[src/rtl/spi_slave_regbank_pkg.sv]
// Shared definitions for the SPI register-bank slave: header field layout and FSM states.
package spi_pkg;

    typedef enum logic [1:0] {
        ST_HDR  = 2'd0,
        ST_DATA = 2'd1,
        ST_DONE = 2'd2
    } state_e;

    // Header bits arrive LSB-first: WR, device address, BURST, register address.
    localparam int WR_POS  = 0;
    localparam int DEV_LSB = 1;

    function automatic int hdr_len(input int dev_w, input int addr_w);
        return dev_w + addr_w + 2;
    endfunction

    function automatic int burst_pos(input int dev_w);
        return dev_w + 1;
    endfunction

    function automatic int raddr_lsb(input int dev_w);
        return dev_w + 2;
    endfunction

endpackage

[src/rtl/spi_slave_regbank_if.sv]
// Serial bus pins seen by the slave; the master owns cs/mosi, the slave owns miso/miso_oe.
interface spi_slave_regbank_if;
    // cs is an active-high frame select sampled on posedge sclk; miso is only
    // meaningful while miso_oe is high and is forced to 0 otherwise.
    logic cs;
    logic mosi;
    logic miso;
    logic miso_oe;

    modport master (
        output cs,
        output mosi,
        input  miso,
        input  miso_oe
    );

    modport slave (
        input  cs,
        input  mosi,
        output miso,
        output miso_oe
    );
endinterface

[src/rtl/spi_slave_regbank_shift_word.sv]
// Parallel-load MSB-first shift register; serial data enters at the LSB.
module spi_shift_word #(
    parameter int W = 8
) (
    input  logic         clk,
    input  logic         rst,
    input  logic         load,
    input  logic [W-1:0] load_val,
    input  logic         shift,
    input  logic         sin,
    output logic [W-1:0] q
);

    always_ff @(posedge clk or negedge rst) begin
        if (!rst) begin
            q <= '0;
        end else if (load) begin
            q <= load_val;
        end else if (shift) begin
            q <= {q[W-2:0], sin};
        end
    end

endmodule

[src/rtl/spi_slave_regbank.sv]
// SPI slave with a parametrised register bank: header decode, full-duplex data words, burst auto-increment.
module spi_slave_regbank
    import spi_pkg::*;
#(
    parameter int DATA_W     = 8,
    parameter int ADDR_W     = 3,
    parameter int DEV_ADDR_W = 3,
    parameter logic [DATA_W*(2**ADDR_W)-1:0] RESET_VALUES =
        {8'h39, 8'h46, 8'h75, 8'h36, 8'h35, 8'h35, 8'h52, 8'h12},
    parameter logic [(2**ADDR_W)-1:0] RO_MASK = '0
) (
    input  logic                          sclk,
    input  logic                          rst,
    spi_slave_regbank_if.slave            bus,
    input  logic [DEV_ADDR_W-1:0]         addr,
    output logic                          wr_pulse,
    output logic [ADDR_W-1:0]             wr_addr,
    output logic [DATA_W-1:0]             wr_data,
    output logic [DATA_W*(2**ADDR_W)-1:0] regs_flat,
    output logic [1:0]                    dbg_state
);

    localparam int NREG  = 2**ADDR_W;
    localparam int H     = hdr_len(DEV_ADDR_W, ADDR_W);
    localparam int CNT_W = $clog2(H);
    localparam int BIT_W = $clog2(DATA_W);
    localparam int BPOS  = burst_pos(DEV_ADDR_W);
    localparam int RLSB  = raddr_lsb(DEV_ADDR_W);

    localparam logic [1:0] HDR  = ST_HDR;
    localparam logic [1:0] DATA = ST_DATA;
    localparam logic [1:0] DONE = ST_DONE;

    logic [1:0]        state;
    logic [H-2:0]      hdr_sr;
    logic [CNT_W-1:0]  hdr_cnt;
    logic [BIT_W-1:0]  bit_cnt;
    logic              wr_q;
    logic              burst_q;
    logic [ADDR_W-1:0] cur_addr;
    logic              oe_q;
    logic [DATA_W-1:0] bank [NREG];

    logic [H-1:0]      hdr_full;
    logic              hdr_wr;
    logic              hdr_burst;
    logic              hdr_match;
    logic [ADDR_W-1:0] hdr_raddr;
    logic              hdr_last;
    logic              word_last;
    logic [ADDR_W-1:0] next_addr;
    logic              sr_load;
    logic              sr_shift;
    logic [DATA_W-1:0] sr_load_val;
    logic [DATA_W-1:0] sr_q;
    logic [DATA_W-1:0] captured;

    // The header is complete on the edge that samples its last bit, so decode
    // from the live mosi bit concatenated with the bits already collected.
    assign hdr_full  = {bus.mosi, hdr_sr};
    assign hdr_wr    = hdr_full[WR_POS];
    assign hdr_match = (hdr_full[DEV_LSB +: DEV_ADDR_W] == addr);
    assign hdr_burst = hdr_full[BPOS];
    assign hdr_raddr = hdr_full[RLSB +: ADDR_W];

    assign hdr_last  = (state == HDR)  && (hdr_cnt == CNT_W'(H - 1));
    assign word_last = (state == DATA) && (bit_cnt == BIT_W'(DATA_W - 1));
    assign next_addr = cur_addr + ADDR_W'(1);
    assign captured  = {sr_q[DATA_W-2:0], bus.mosi};

    assign sr_load     = bus.cs && ((hdr_last && hdr_match) || (word_last && burst_q));
    assign sr_load_val = hdr_last ? bank[hdr_raddr] : bank[next_addr];
    assign sr_shift    = bus.cs && (state == DATA) && !word_last;

    spi_shift_word #(.W(DATA_W)) u_shift (
        .clk      (sclk),
        .rst      (rst),
        .load     (sr_load),
        .load_val (sr_load_val),
        .shift    (sr_shift),
        .sin      (bus.mosi),
        .q        (sr_q)
    );

    assign bus.miso    = oe_q & sr_q[DATA_W-1];
    assign bus.miso_oe = oe_q;
    assign dbg_state   = state;

    always_comb begin
        regs_flat = '0;
        for (int i = 0; i < NREG; i++) begin
            regs_flat[i*DATA_W +: DATA_W] = bank[i];
        end
    end

    always_ff @(posedge sclk or negedge rst) begin
        if (!rst) begin
            state    <= HDR;
            hdr_sr   <= '0;
            hdr_cnt  <= '0;
            bit_cnt  <= '0;
            wr_q     <= 1'b0;
            burst_q  <= 1'b0;
            cur_addr <= '0;
            oe_q     <= 1'b0;
            wr_pulse <= 1'b0;
            wr_addr  <= '0;
            wr_data  <= '0;
            for (int i = 0; i < NREG; i++) begin
                bank[i] <= RESET_VALUES[i*DATA_W +: DATA_W];
            end
        end else begin
            wr_pulse <= 1'b0;
            if (!bus.cs) begin
                state   <= HDR;
                hdr_cnt <= '0;
                bit_cnt <= '0;
                oe_q    <= 1'b0;
            end else begin
                case (state)
                    HDR: begin
                        hdr_sr <= hdr_full[H-1:1];
                        if (hdr_last) begin
                            hdr_cnt  <= '0;
                            bit_cnt  <= '0;
                            wr_q     <= hdr_wr;
                            burst_q  <= hdr_burst;
                            cur_addr <= hdr_raddr;
                            if (hdr_match) begin
                                state <= DATA;
                                oe_q  <= 1'b1;
                            end else begin
                                state <= DONE;
                            end
                        end else begin
                            hdr_cnt <= hdr_cnt + CNT_W'(1);
                        end
                    end
                    DATA: begin
                        if (word_last) begin
                            bit_cnt <= '0;
                            if (wr_q && !RO_MASK[cur_addr]) begin
                                bank[cur_addr] <= captured;
                                wr_pulse       <= 1'b1;
                                wr_addr        <= cur_addr;
                                wr_data        <= captured;
                            end
                            if (burst_q) begin
                                cur_addr <= next_addr;
                            end else begin
                                state <= DONE;
                                oe_q  <= 1'b0;
                            end
                        end else begin
                            bit_cnt <= bit_cnt + BIT_W'(1);
                        end
                    end
                    default: begin
                        // DONE: wait for cs to fall, ignoring mosi.
                    end
                endcase
            end
        end
    end

endmodule
[src/flat_wrapper.sv]
// flat-port wrapper written by rule: the top's interface ports become plain ports
module spi_slave_regbank_flat import spi_pkg::*;
#(
    parameter int DATA_W     = 8,
    parameter int ADDR_W     = 3,
    parameter int DEV_ADDR_W = 3,
    parameter logic [DATA_W*(2**ADDR_W)-1:0] RESET_VALUES =
        {8'h39, 8'h46, 8'h75, 8'h36, 8'h35, 8'h35, 8'h52, 8'h12},
    parameter logic [(2**ADDR_W)-1:0] RO_MASK = '0
)
  (sclk, rst, addr, wr_pulse, wr_addr, wr_data, regs_flat, dbg_state, bus_cs, bus_mosi, bus_miso, bus_miso_oe);
  spi_slave_regbank_if bus_i ();
  input  logic sclk;
  input  logic rst;
  input  logic [DEV_ADDR_W-1:0] addr;
  output logic wr_pulse;
  output logic [ADDR_W-1:0] wr_addr;
  output logic [DATA_W-1:0] wr_data;
  output logic [DATA_W*(2**ADDR_W)-1:0] regs_flat;
  output logic [1:0] dbg_state;
  input wire logic [$bits(bus_i.cs)-1:0] bus_cs;
  input wire logic [$bits(bus_i.mosi)-1:0] bus_mosi;
  output wire logic [$bits(bus_i.miso)-1:0] bus_miso;
  output wire logic [$bits(bus_i.miso_oe)-1:0] bus_miso_oe;
  assign bus_i.cs = bus_cs;
  assign bus_i.mosi = bus_mosi;
  assign bus_miso = bus_i.miso;
  assign bus_miso_oe = bus_i.miso_oe;
  spi_slave_regbank #(.DATA_W(DATA_W), .ADDR_W(ADDR_W), .DEV_ADDR_W(DEV_ADDR_W), .RESET_VALUES(RESET_VALUES), .RO_MASK(RO_MASK)) u_core (.sclk(sclk), .rst(rst), .bus(bus_i), .addr(addr), .wr_pulse(wr_pulse), .wr_addr(wr_addr), .wr_data(wr_data), .regs_flat(regs_flat), .dbg_state(dbg_state));
endmodule
[config.mk]
export PLATFORM = sky130hd
export DESIGN_NAME = spi_slave_regbank_flat
export DESIGN_NICKNAME = d
export VERILOG_FILES = /design/src/rtl/spi_slave_regbank_pkg.sv /design/src/rtl/spi_slave_regbank_if.sv /design/src/rtl/spi_slave_regbank_shift_word.sv /design/src/rtl/spi_slave_regbank.sv /design/src/flat_wrapper.sv
export SDC_FILE = /design/constraint.sdc
export NUM_CORES = 1
export LEC_CHECK = 0
export ABC_AREA = 0
export CAP_MARGIN = 0
export CORE_ASPECT_RATIO = 1.75
export CORE_MARGIN = 8
export CORE_UTILIZATION = 50
export CTS_CLUSTER_SIZE = 14
export DETAILED_ROUTE_END_ITERATION = 10
export HOLD_SLACK_MARGIN = 0.05
export MAX_ROUTING_LAYER = met4
export PLACE_DENSITY = 0.8
export RECOVER_POWER = 25
export SYNTH_ARGS = -nofsm -noshare
export SYNTH_HDL_FRONTEND = slang
export SYNTH_SLANG_ARGS = --single-unit
[constraint.sdc]
create_clock -name sclk -period 2.4 [get_ports sclk]
set_input_delay 0.24 -clock sclk [delete_from_list [all_inputs] [get_ports sclk]]
set_output_delay 0.24 -clock sclk [all_outputs]
set_load 0.02 [all_outputs]
==> flow_summary_export.csv <==
group,metric,value,unit
placed_design,gp_congestion,0.879,
logic_synthesis,syn_avg_cell_area,12.4,sq um
layout,utilization,64.3,%
critical_path,crit_fanout,16,
critical_path,crit_start,"u_core.hdr_cnt[0]$_DFFE_PN0P_",
hold_path,hp-class,"register to register",
logic_synthesis,ys_seq_area_share,48.7,%
critical_path,r2r-start,"u_core.hdr_cnt[0]$_DFFE_PN0P_",
detailed_routing,dr.first_iter.drc_count,294,
power,power_leakage,2.99,nW
logic_synthesis,synth.area.top_cells,"dfrtp_1, dfstp_2, mux2_2",
layout,drive_above_1_share,32.9,%
layout,fillers,814,
critical_path,critical_path_required,2.60,ns
sta,min_period_over_period,93.5,%
global_route,globalRouteOverflowTotal,0,
floorplanning,die-area,14700,sq um
critical_path,worstSetupStartpointType,"register",
sta,finalSetupViolations,0,
logic_synthesis,ys_types,49,
sta,hold_viol_final,0,
layout,diodes,0,
clock_tree,cts_max_level,3,
detailed_routing,wl,15300,um
logic_synthesis,ys_seq_elements,105,
global_route,antenna_found_initial,0,
floorplanning,initial_core_util,51.1,%
detailed_routing,viasPerCell,6.24,
placed_design,dp_slack,0.191,ns
sta,whs,0.475,ns
clock_tree,clk_latency,0.35,ns
detailed_routing,vias,4147,
critical_path,endpoint_kind,"register",
global_route,grt_max_degree,54,
logic_synthesis,synthFlopType,"dfrtp_1",
detailed_routing,remaining_drc_errors,0,
floorplanning,die_w,95.0,um
sta,finalCriticalPeriod,2.24,ns
layout,area_growth,25.9,%
layout,nets,542,
power,ir_drop,558,uV
detailed_routing,first_pass_iters,5,
logic_synthesis,synthTopCellsByCount,"dfrtp_1, mux2_2, nand2_1",
logic_synthesis,synth.most_common_cell,"dfrtp_1",
sta,worst_slack,0.157,ns
floorplanning,ios,87,
clock_tree,cts.clk_slew.worst_paths,0.07,ns
clock_tree,root_buffer,"clkbuf_16",
logic_synthesis,netlist_instances,440,
clock_tree,post_cts_buffers,0,
global_route,grt_pass1_wl,24500,um
power,p_per_area,576,nW/um^2
sta,tightest_slew,1.34,ns
logic_synthesis,ys_async_sr_fraction,100,%
clock_tree,cts_tree,"built",
run_status,status,"completed",
logic_synthesis,synth_top_cell_area_share,34.8,%
global_route,first_global_vias,4492,
critical_path,arrival,2.44,ns
floorplanning,num_rows,50,
job,maxCapViolCount,0,
detailed_routing,drtAntennaViolNets,0,
clock_tree,clock-sinks,105,
floorplanning,core,10700,sq um
placed_design,io_buffer_count,86,
placed_design,dp.final_hpwl,10800,um
sta,rsz0062_at_grt,"false",
floorplanning,die_y,154,um
sta,timing.fmax,446,MHz
logic_synthesis,yosysWarningCount,0,
logic_synthesis,synth_top_cell_by_area,"dfrtp_1",
logic_synthesis,synth_edf_count,0,
clock_tree,numCtsBuffers,9,
critical_path,critical_path_class,"register to register",
logic_synthesis,syn-cell-area,5470,sq um
hold_path,hp-start,"u_core.wr_data[4]$_DFFE_PN0P_",
detailed_routing,wire_per_inst,23.0,um
logic_synthesis,syn-num-nets,452,
power,power,0.00396,W
clock_tree,clock_path_buffers,2,
sta,maxSlewViolCount,0,
sta,slew-limit-headroom,10.4,%
sta,finClkSkew,0.00854,ns
sta,finalSetupTns,0,ns
global_route,grt_use_total,22.4,%
routing by layer:
metal / wire, um / track usage [%] / up-vias
met5: 0 / - / -
met4: 709 / 12.9 / 0
met3: 671 / 2.62 / 53
met2: 8330 / 37.3 / 159
met1: 5610 / 25.1 / 2136
li1: - / - / 1799
registers in the layout (all words and copies together), names as in the netlist:
register            flops
u_core.dbg_state        2
u_core.wr_addr          3
u_core.bit_cnt          3
u_core.regs_flat       64
u_core.wr_data          8
u_core.hdr_cnt          3
u_core.wr_q             1
u_core.bus.miso_oe      1
u_core.u_shift.q        8
u_core.hdr_sr           7
u_core.burst_q          1
u_core.cur_addr         3
u_core.wr_pulse         1
per-stage QoR:
stage | instances | cell area [sq um]
detailed placement | 648 | 6570
floorplan | 440 | 5470
CTS | 665 | 6900
global route | 665 | 6880
finish | 665 | 6880
global placement | 648 | 6570
placed cells by master, fill, tap and decap left out, drive strengths merged, types with 4 or more instances in the layout:
cell           Yosys  final
clkbuf            21     13
a21oi             11     11
buf               15     27
a211oi             8      8
o21a               4      4
mux2              73     73
a32oi              7      7
nor2               8      8
mux4              16     16
mux2i             25     25
and2               4      4
nand2             59     59
a221oi             7      7
ha                 5      5
nor2b              9      9
dfrtp             76     76
a22o               4      4
clkdlybuf4s50      0     85
dfstp             29     29
a22oi              7      7
a31oi              8      8
o21ai             11     11
final timing paths:
path | slack [ns] | cells past startpoint | to
setup / recovery | 0.16 | 7 | u_core.u_shift.q[7]$_DFFE_PN0P_
hold reg to reg | 0.47 | 2 | u_core.wr_data[4]$_DFFE_PN0P_
hold / removal | 0.47 | 2 | u_core.wr_data[4]$_DFFE_PN0P_
min in group asynchronous | 0.74 | 2 | u_core.wr_data[4]$_DFFE_PN0P_
max in group asynchronous | 0.36 | 3 | u_core.regs_flat[40]$_DFFE_PN1P_
setup reg to reg | 0.16 | 7 | u_core.u_shift.q[7]$_DFFE_PN0P_
final cells by class:
type | count | area, sq um | share of cell area, %
Multi-Input combinational cell | 298 | 2640 | 38.4
Inverter | 1 | 3.75 | 0.0545
Clock inverter | 5 | 78.8 | 1.15
Clock buffer | 11 | 243 | 3.53
Sequential cell | 105 | 2670 | 38.7
Tap cell | 130 | 163 | 2.36
Timing Repair Buffer | 115 | 1090 | 15.8
timing repair:
item / 4_1_cts / 5_1_grt
hold buffers: 1 / 0
gates resized for setup: 0 / 0
hold endpoints to repair: 37 / 0
critical path, stage by stage (launching register included):
cell and delay (ns):
dfrtp_1 0.37, ha_1 0.16, ha_1 0.16, or3b_4 0.40
nor4_4 0.37, o21ai_2 0.29, nor3_1 0.29, a31oi_1 0.06
logic make-up (layout without fill, tap and decap cells):
kind of cell	after synthesis	count (layout)	share of synthesized area [%]
compound gates	72	72	9.18
mux	114	114	26.8
simple gates	103	103	10.6
flops	105	105	48.7
fa+ha+maj	5	5	1.14
xor+xnor	4	4	0.641
buf+inv	37	132	2.95
where the power goes:
group	leakage (nW)	internal, W	switching (W)
Combinational	1.49	0.000190	0.000250
Sequential	1.34	0.00183	0.000103
Clock	0.159	0.000942	0.000647
No activity file was read; power rests on OpenSTA's default activity.
